File: src/rtl/rx_deser.sv
// Oversampling UART receiver: 8N1 frames, mid-bit sampling driven by os_tick,
// single-entry output holding register with overrun and framing-error pulses.
module rx_deser #(
    parameter int OVERSAMPLE = 16
) (
    input  logic       clk,
    input  logic       rst,
    input  logic       os_tick,
    input  logic       rx,
    input  logic       rx_read,
    output logic [7:0] rx_data,
    output logic       rx_valid,
    output logic       rx_busy,
    output logic       frame_err,
    output logic       overrun
);

    localparam int CW = (OVERSAMPLE > 2) ? $clog2(OVERSAMPLE) : 1;
    localparam logic [CW-1:0] HALF_M1 = CW'(OVERSAMPLE / 2 - 1);
    localparam logic [CW-1:0] FULL_M1 = CW'(OVERSAMPLE - 1);

    localparam logic [2:0] S_IDLE      = 3'd0;
    localparam logic [2:0] S_START     = 3'd1;
    localparam logic [2:0] S_DATA      = 3'd2;
    localparam logic [2:0] S_STOP      = 3'd3;
    localparam logic [2:0] S_WAIT_HIGH = 3'd4;

    logic          rx_meta_p0;
    logic          rx_sync_p1;
    logic [2:0]    state;
    logic [CW-1:0] tick_cnt;
    logic [2:0]    bit_cnt;
    logic [7:0]    shreg;
    logic          stop_sample;
    logic          accept;
    logic          bad_stop;

    // Synchronizer stage: both flops idle high so reset never looks like a start bit.
    always_ff @(posedge clk or posedge rst) begin
        if (rst) begin
            rx_meta_p0 <= 1'b1;
            rx_sync_p1 <= 1'b1;
        end else begin
            rx_meta_p0 <= rx;
            rx_sync_p1 <= rx_meta_p0;
        end
    end

    assign stop_sample = (state == S_STOP) && os_tick && (tick_cnt == FULL_M1);
    assign accept      = stop_sample && rx_sync_p1;
    assign bad_stop    = stop_sample && !rx_sync_p1;
    assign rx_busy     = (state != S_IDLE);

    always_ff @(posedge clk or posedge rst) begin
        if (rst) begin
            state    <= S_IDLE;
            tick_cnt <= '0;
            bit_cnt  <= '0;
            shreg    <= '0;
        end else begin
            case (state)
                S_IDLE: begin
                    if (!rx_sync_p1) begin
                        state    <= S_START;
                        tick_cnt <= '0;
                    end
                end
                S_START: begin
                    if (os_tick) begin
                        if (tick_cnt == HALF_M1) begin
                            tick_cnt <= '0;
                            bit_cnt  <= '0;
                            state    <= rx_sync_p1 ? S_IDLE : S_DATA;
                        end else begin
                            tick_cnt <= tick_cnt + CW'(1);
                        end
                    end
                end
                S_DATA: begin
                    if (os_tick) begin
                        if (tick_cnt == FULL_M1) begin
                            tick_cnt <= '0;
                            shreg    <= {rx_sync_p1, shreg[7:1]};
                            bit_cnt  <= bit_cnt + 3'd1;
                            if (bit_cnt == 3'd7) begin
                                state <= S_STOP;
                            end
                        end else begin
                            tick_cnt <= tick_cnt + CW'(1);
                        end
                    end
                end
                S_STOP: begin
                    if (os_tick) begin
                        if (tick_cnt == FULL_M1) begin
                            tick_cnt <= '0;
                            state    <= rx_sync_p1 ? S_IDLE : S_WAIT_HIGH;
                        end else begin
                            tick_cnt <= tick_cnt + CW'(1);
                        end
                    end
                end
                S_WAIT_HIGH: begin
                    // A held-low (break) line must not be mistaken for a new start bit.
                    if (rx_sync_p1) begin
                        state <= S_IDLE;
                    end
                end
                default: begin
                    state <= S_IDLE;
                end
            endcase
        end
    end

    // Output stage: a read coincident with an accept hands over the new byte without overrun.
    always_ff @(posedge clk or posedge rst) begin
        if (rst) begin
            rx_data   <= 8'h00;
            rx_valid  <= 1'b0;
            frame_err <= 1'b0;
            overrun   <= 1'b0;
        end else begin
            frame_err <= bad_stop;
            overrun   <= 1'b0;
            if (accept) begin
                if (!rx_valid || rx_read) begin
                    rx_data  <= shreg;
                    rx_valid <= 1'b1;
                end else begin
                    overrun <= 1'b1;
                end
            end else if (rx_read) begin
                rx_valid <= 1'b0;
            end
        end
    end

endmodule

File: config.mk
export PLATFORM = sky130hd
export DESIGN_NAME = rx_deser
export DESIGN_NICKNAME = d
export VERILOG_FILES = /design/src/rtl/rx_deser.sv
export SDC_FILE = /design/constraint.sdc
export NUM_CORES = 1
export LEC_CHECK = 0
export ABC_CLOCK_PERIOD_IN_PS = 1800
export CAP_MARGIN = 30
export CORE_ASPECT_RATIO = 0.75
export CORE_MARGIN = 5
export CORE_UTILIZATION = 48
export DETAILED_ROUTE_END_ITERATION = 10
export PLACE_DENSITY = 0.81
export SKIP_CTS_REPAIR_TIMING = 1
export SLEW_MARGIN = 20
export SYNTH_ARGS = -nofsm -noshare
export SYNTH_HDL_FRONTEND = slang
export SYNTH_SLANG_ARGS = --single-unit
File: constraint.sdc
create_clock -name clk -period 1.8 [get_ports clk]
set_clock_uncertainty 0.05 [all_clocks]
set_input_delay 0.45 -clock clk [delete_from_list [all_inputs] [get_ports clk]]
set_output_delay 0.45 -clock clk [all_outputs]
set_load 0.05 [all_outputs]
Word level (Yosys, flattened, before mapping)
Index checks and enable logic that the tools add are counted.
{"block": "word_totals", "reg_bits": 31, "input_bits": 5, "out_inout_bits": 12, "word_cells": 77}
{"block": "classes", "addsub": 2, "eq_ne": 18, "muxes": 28, "reduce_logical": 19}
{"cell": "$mux W3", "count": 14}
{"cell": "$mux W4", "count": 5}
{"cell": "$ne A2 B2 Y1 const B", "count": 8}
{"cell": "$pmux W3 S5", "count": 1}
{"cell": "$pmux W4 S3", "count": 1}
{"cell": "$reduce_and A9 Y1", "count": 1}
{"cell": "$eq A3 B2 Y1 const B", "count": 2}
{"cell": "$eq A3 B3 Y1 const B", "count": 2}
{"cell": "$ne A2 B1 Y1 const B", "count": 3}
{"cell": "$pmux W3 S2", "count": 1}
{"cell": "$reduce_bool A3 Y1", "count": 2}
{"cell": "$mux W1", "count": 5}
{"cell": "$reduce_and A5 Y1", "count": 1}
{"cell": "$add A4 B1 Y4 const B", "count": 1}
{"cell": "$eq A4 B3 Y1 const B", "count": 1}
{"cell": "$eq A4 B4 Y1 const B", "count": 1}
{"cell": "$logic_and A1 B1 Y1", "count": 4}
{"cell": "$reduce_and A2 Y1", "count": 2}
{"cell": "$reduce_and A4 Y1", "count": 1}
{"cell": "$reduce_bool A2 Y1", "count": 2}
{"cell": "$add A3 B1 Y3 const B", "count": 1}
{"cell": "$eq A3 B1 Y1 const B", "count": 1}
{"cell": "$logic_not A3 Y1", "count": 1}
{"cell": "$reduce_and A3 Y1", "count": 1}
{"cell": "4 further kinds", "count": 5}

Logic depth before layout (Yosys ltp)
{"block": "depth", "word_depth": 6, "ltp_mapped": 6, "mapped_depth_nobuf": 5}

Least setup slack after synthesis
OpenSTA, ideal clock, no wires.
{"block": "synth_path", "path_kind": "register -> register", "from": "register tick_cnt[3]", "to": "register shreg[0]", "setup_ns": 0.125, "arrival_time_ns": 1.740, "required_ns": 1.625, "setup_slack_ns": -0.114, "path_stages_with_launch": 6, "n_path_buf": 1, "synth_period_minus_slack_ns": 1.914, "path_cell_list": "dfrtp_1 -> or3b_4 -> a211oi_4 -> and3_1 -> buf_6 -> mux2_2"}
{"block": "synth_between", "elab_chain_cells": 2}
{"item": "start, declared", "line_no": "31", "rtl": "logic [CW-1:0] tick_cnt;"}
{"item": "start signal, assigned", "line_no": "75", "rtl": "tick_cnt <= tick_cnt + CW'(1);"}
{"item": "start signal, assigned", "line_no": "89", "rtl": "tick_cnt <= tick_cnt + CW'(1);"}
{"item": "start signal, assigned", "line_no": "99", "rtl": "tick_cnt <= tick_cnt + CW'(1);"}
{"item": "$eq A4 B4 Y1", "line_no": "81", "rtl": "if (tick_cnt == FULL_M1) begin"}
{"item": "$reduce_and A3 Y1 (no line)"}
{"item": "end signal, assigned", "line_no": "83", "rtl": "shreg <= {rx_sync_p1, shreg[7:1]};"}
{"item": "end, declared", "line_no": "33", "rtl": "logic [7:0] shreg;"}
Every way passes these cells.
A chain may end at the register's enable or synchronous reset.

Worst setup path in the final report
{"block": "layout_path", "from": "input port os_tick", "to": "register shreg[2]"}
{"block": "layout_between", "elab_chain_cells": 1}
{"item": "start, declared", "line_no": "8", "rtl": "input logic os_tick,"}
{"item": "$reduce_and A3 Y1 (no line)"}
Every way passes these cells.

==> flow_summary.toml <==
[synth]
yosysSeqAreaShare_pct = 55.78
synth_compound_area_share_pct = 10.85
synth_top_family_by_area = "multiplexers"
yosys_warnings = 0
synth_cell_types = 34
synth-adder-area-share_pct = 2.691
avgSynthCellArea_um2 = 12.35
synthCells = 113
synthMuxAreaShare_pct = 13.72
ys_ff_latch = 31
synth_fp_nets = 121
syn_area_um2 = 1395
synth-simple-area-share_pct = 11.21
synthXorXnorAreaFrac_pct = 0.6278

[layout]
final.fill_count = 213
area_growth_pct = 31.57
insertedDiodeCount = 0
fin_util_pct = 63.92
drive_gt1_share_pct = 47.33
multiInputGateArea_um2 = 600.6
final_common_cell = "dfrtp_1"
fin_nets = 158
seq_area_um2 = 778.2
final_cell_mix = "dfrtp_1 (29), buf_4 (27), mux2_2 (17)"

[timing]
period_share_pct = 108.0
max_slew_margin_pct = 70.01
max_freq_mhz = 514.5
fin_ws_ns = -0.1435
rsz0062_at_grt = "true"
setup_viol = 10
worst_pin_slew_ns = 0.4468
drv_slew = 0
hold_viol = 0
fin_setup_tns_ns = -1.127
period_minus_slack_ns = 1.944

[placement]
dp_slack_ns = -0.4094
io_buffers = 16
gp_congestion = 0.8838
dp_hpwl_um = 2094

[status]
violations = "setup timing"
run_status = "finished with violations"

[setup_path]
timing.rr.start = "tick_cnt[0]$_DFFE_PP0P_"
worst_r2r_path_depth = 6
crit_path_start_kind = "input port"
cp.arrival_ns = 2.06
end_kind = "flip-flop"
r2r-end = "shreg[2]$_DFFE_PP0P_"
cpMaxStageDelayCell = "clkdlybuf4s50_1"
critPathLaunch = "os_tick"
crit_type = "in -> reg"
max_stage_delay_ns = 0.53
cp.required_ns = 1.92
rrSetupSlack_ns = -0.14
crit_chain = "clkdlybuf4s50_1 > nand2b_4 > a211oi_4 > and3_4 > buf_8 > mux2_2"
critPathMaxFanout = 9
crit_path_end = "shreg[2]$_DFFE_PP0P_"

[clocking]
cts.sinks = 31
cts_buffers = 5
cts_tree = "built"
clk_pin_slew_ns = 0.06
clockBufferDepth = 2
cts_root_buffer = "clkbuf_8"
htree_levels = 2
clock_latency_ns = 0.28

[run]
max_cap_viol_count = 0

[power]
total_power_w = 0.002167
peakVddDrop_mv = 0.6007
power.density_nw_per_um2 = 1181
p_leak_nw = 0.8931

[die]
dieArea_um2 = 4096
io_pins = 17
die_w_um = 72.25
core-area_um2 = 2872
rows = 17
die_y_um = 56.69
initial_core_util_pct = 48.58

[worst_hold_path]
hp-start = "rx_meta_p0$_DFF_PP1_"
min_path_type = "reg -> reg"

[global_routing]
grt_overflow = 0
grt_pass1_wl_um = 4733
grtUsageTotal_pct = 15.62
grt_max_degree = 32
grt_pass1_vias = 1033
grt_antenna_before_repair = 0

[routing]
drt.antenna.violating_nets = 0
vias = 1043
drt_iter0_markers = 112
vias_per_cell = 5.548
wl_per_cell_um = 16.37
routed_wl_um = 3078
drt_pass1_iterations = 4
drc = 0
[stage by stage]
step / area [µm²] / std cells / hold WS, ns
6_report: 1836 / 188 / 0.3051
5_1_grt: 1836 / 188 / 0.3122
4_1_cts: 1758 / 188 / 0.3058
3_5_place_dp: 1670 / 181 / 0.2976
3_3_place_gp: 1670 / 181 / 0.2982
2_1_floorplan: 1395 / 113 / 0.2952
[cells in the mapped netlist]
| library cell | instances | area [µm²] |
|---|---|---|
| o21ai_0 | 8 | 40.04 |
| nand2_1 | 5 | 18.77 |
| and3_1 | 1 | 6.260 |
| o22ai_1 | 1 | 6.260 |
| buf_4 | 3 | 22.52 |
| nand3_1 | 4 | 20.02 |
| ha_1 | 3 | 37.54 |
| dfstp_2 | 2 | 52.55 |
| o22a_1 | 1 | 8.760 |
| xnor2_1 | 1 | 8.760 |
| inv_1 | 7 | 26.28 |
| nand3b_1 | 1 | 7.510 |
| a311oi_1 | 1 | 8.760 |
| o21a_1 | 1 | 7.510 |
| a22o_1 | 1 | 8.760 |
| nand4_1 | 2 | 12.51 |
| a21oi_1 | 3 | 15.01 |
| a32o_1 | 1 | 10.01 |
| nand2b_1 | 2 | 12.51 |
| or4_2 | 1 | 8.760 |
| or3_2 | 1 | 7.510 |
| a211oi_4 | 1 | 20.02 |
| or4b_2 | 1 | 10.01 |
| or3_1 | 1 | 6.260 |
| or2_2 | 1 | 6.260 |
| nor2_1 | 5 | 18.77 |
| dfrtp_1 | 29 | 725.7 |
| mux2_2 | 17 | 191.4 |
| a21o_1 | 1 | 7.510 |
| a311o_1 | 1 | 10.01 |
| buf_6 | 2 | 22.52 |
| or3b_4 | 1 | 11.26 |
| nor3_1 | 2 | 10.01 |
| o41ai_1 | 1 | 8.760 |
[worst min-delay path by stage]
stage | slack, ns | cells after the start | end
2_1_floorplan | 0.30 | 0 | rx_sync_p1$_DFF_PP1_
3_3_place_gp | 0.30 | 0 | rx_sync_p1$_DFF_PP1_
3_5_place_dp | 0.30 | 0 | rx_sync_p1$_DFF_PP1_
4_1_cts | 0.31 | 0 | rx_sync_p1$_DFF_PP1_
5_1_grt | 0.31 | 0 | rx_sync_p1$_DFF_PP1_
6_report | 0.31 | 0 | rx_sync_p1$_DFF_PP1_
[state kept, by name, indices dropped and copies added, names as in the netlist, 3 cells and up]
register and count:
tick_cnt 4, shreg 8, state 3, rx_data 8, bit_cnt 3
[report_power, final]
| part | switching [W] | leakage [nW] | internal, W |
|---|---|---|---|
| Sequential | 0.0000748 | 0.416 | 0.000771 |
| Combinational | 0.000402 | 0.430 | 0.000378 |
| Clock | 0.000242 | 0.0470 | 0.000299 |
| Total | 0.000720 | 0.893 | 0.00145 |
[layer usage]
| layer | GRT usage [%] | wire length [µm] | up-vias |
|---|---|---|---|
| li1 | - | - | 479 |
| met1 | 17.01 | 1309 | 513 |
| met2 | 26.20 | 1453 | 40 |
| met3 | 4.114 | 212 | 11 |
| met4 | 10.72 | 103 | 0 |
| met5 | 0 | 0 | - |
[cell type report]
cell class	instances	area share, %
clock inverters	1	0.2727
inverters	7	1.431
flip-flops and latches	31	42.40
clock buffers	6	4.499
well taps	38	2.590
repair buffers	35	16.09
multi-input cells	70	32.72
[worst max-delay path, delay by kind of cell]
family / cells / cell delay (ns)
buf+inv: 2 / 0.66
simple gates: 2 / 0.35
mux: 1 / 0.34
compound gates: 1 / 0.27
[logic make-up after synthesis]
logic type / Yosys count
flip-flops: 31
AND/OR/NAND/NOR: 28
AO/OA/AOI/OAI: 21
multiplexers: 17
buffers and inverters: 12
adder cells (fa/ha/maj): 3
XOR/XNOR: 1
Note: power is estimated with default switching activity, not from simulation.
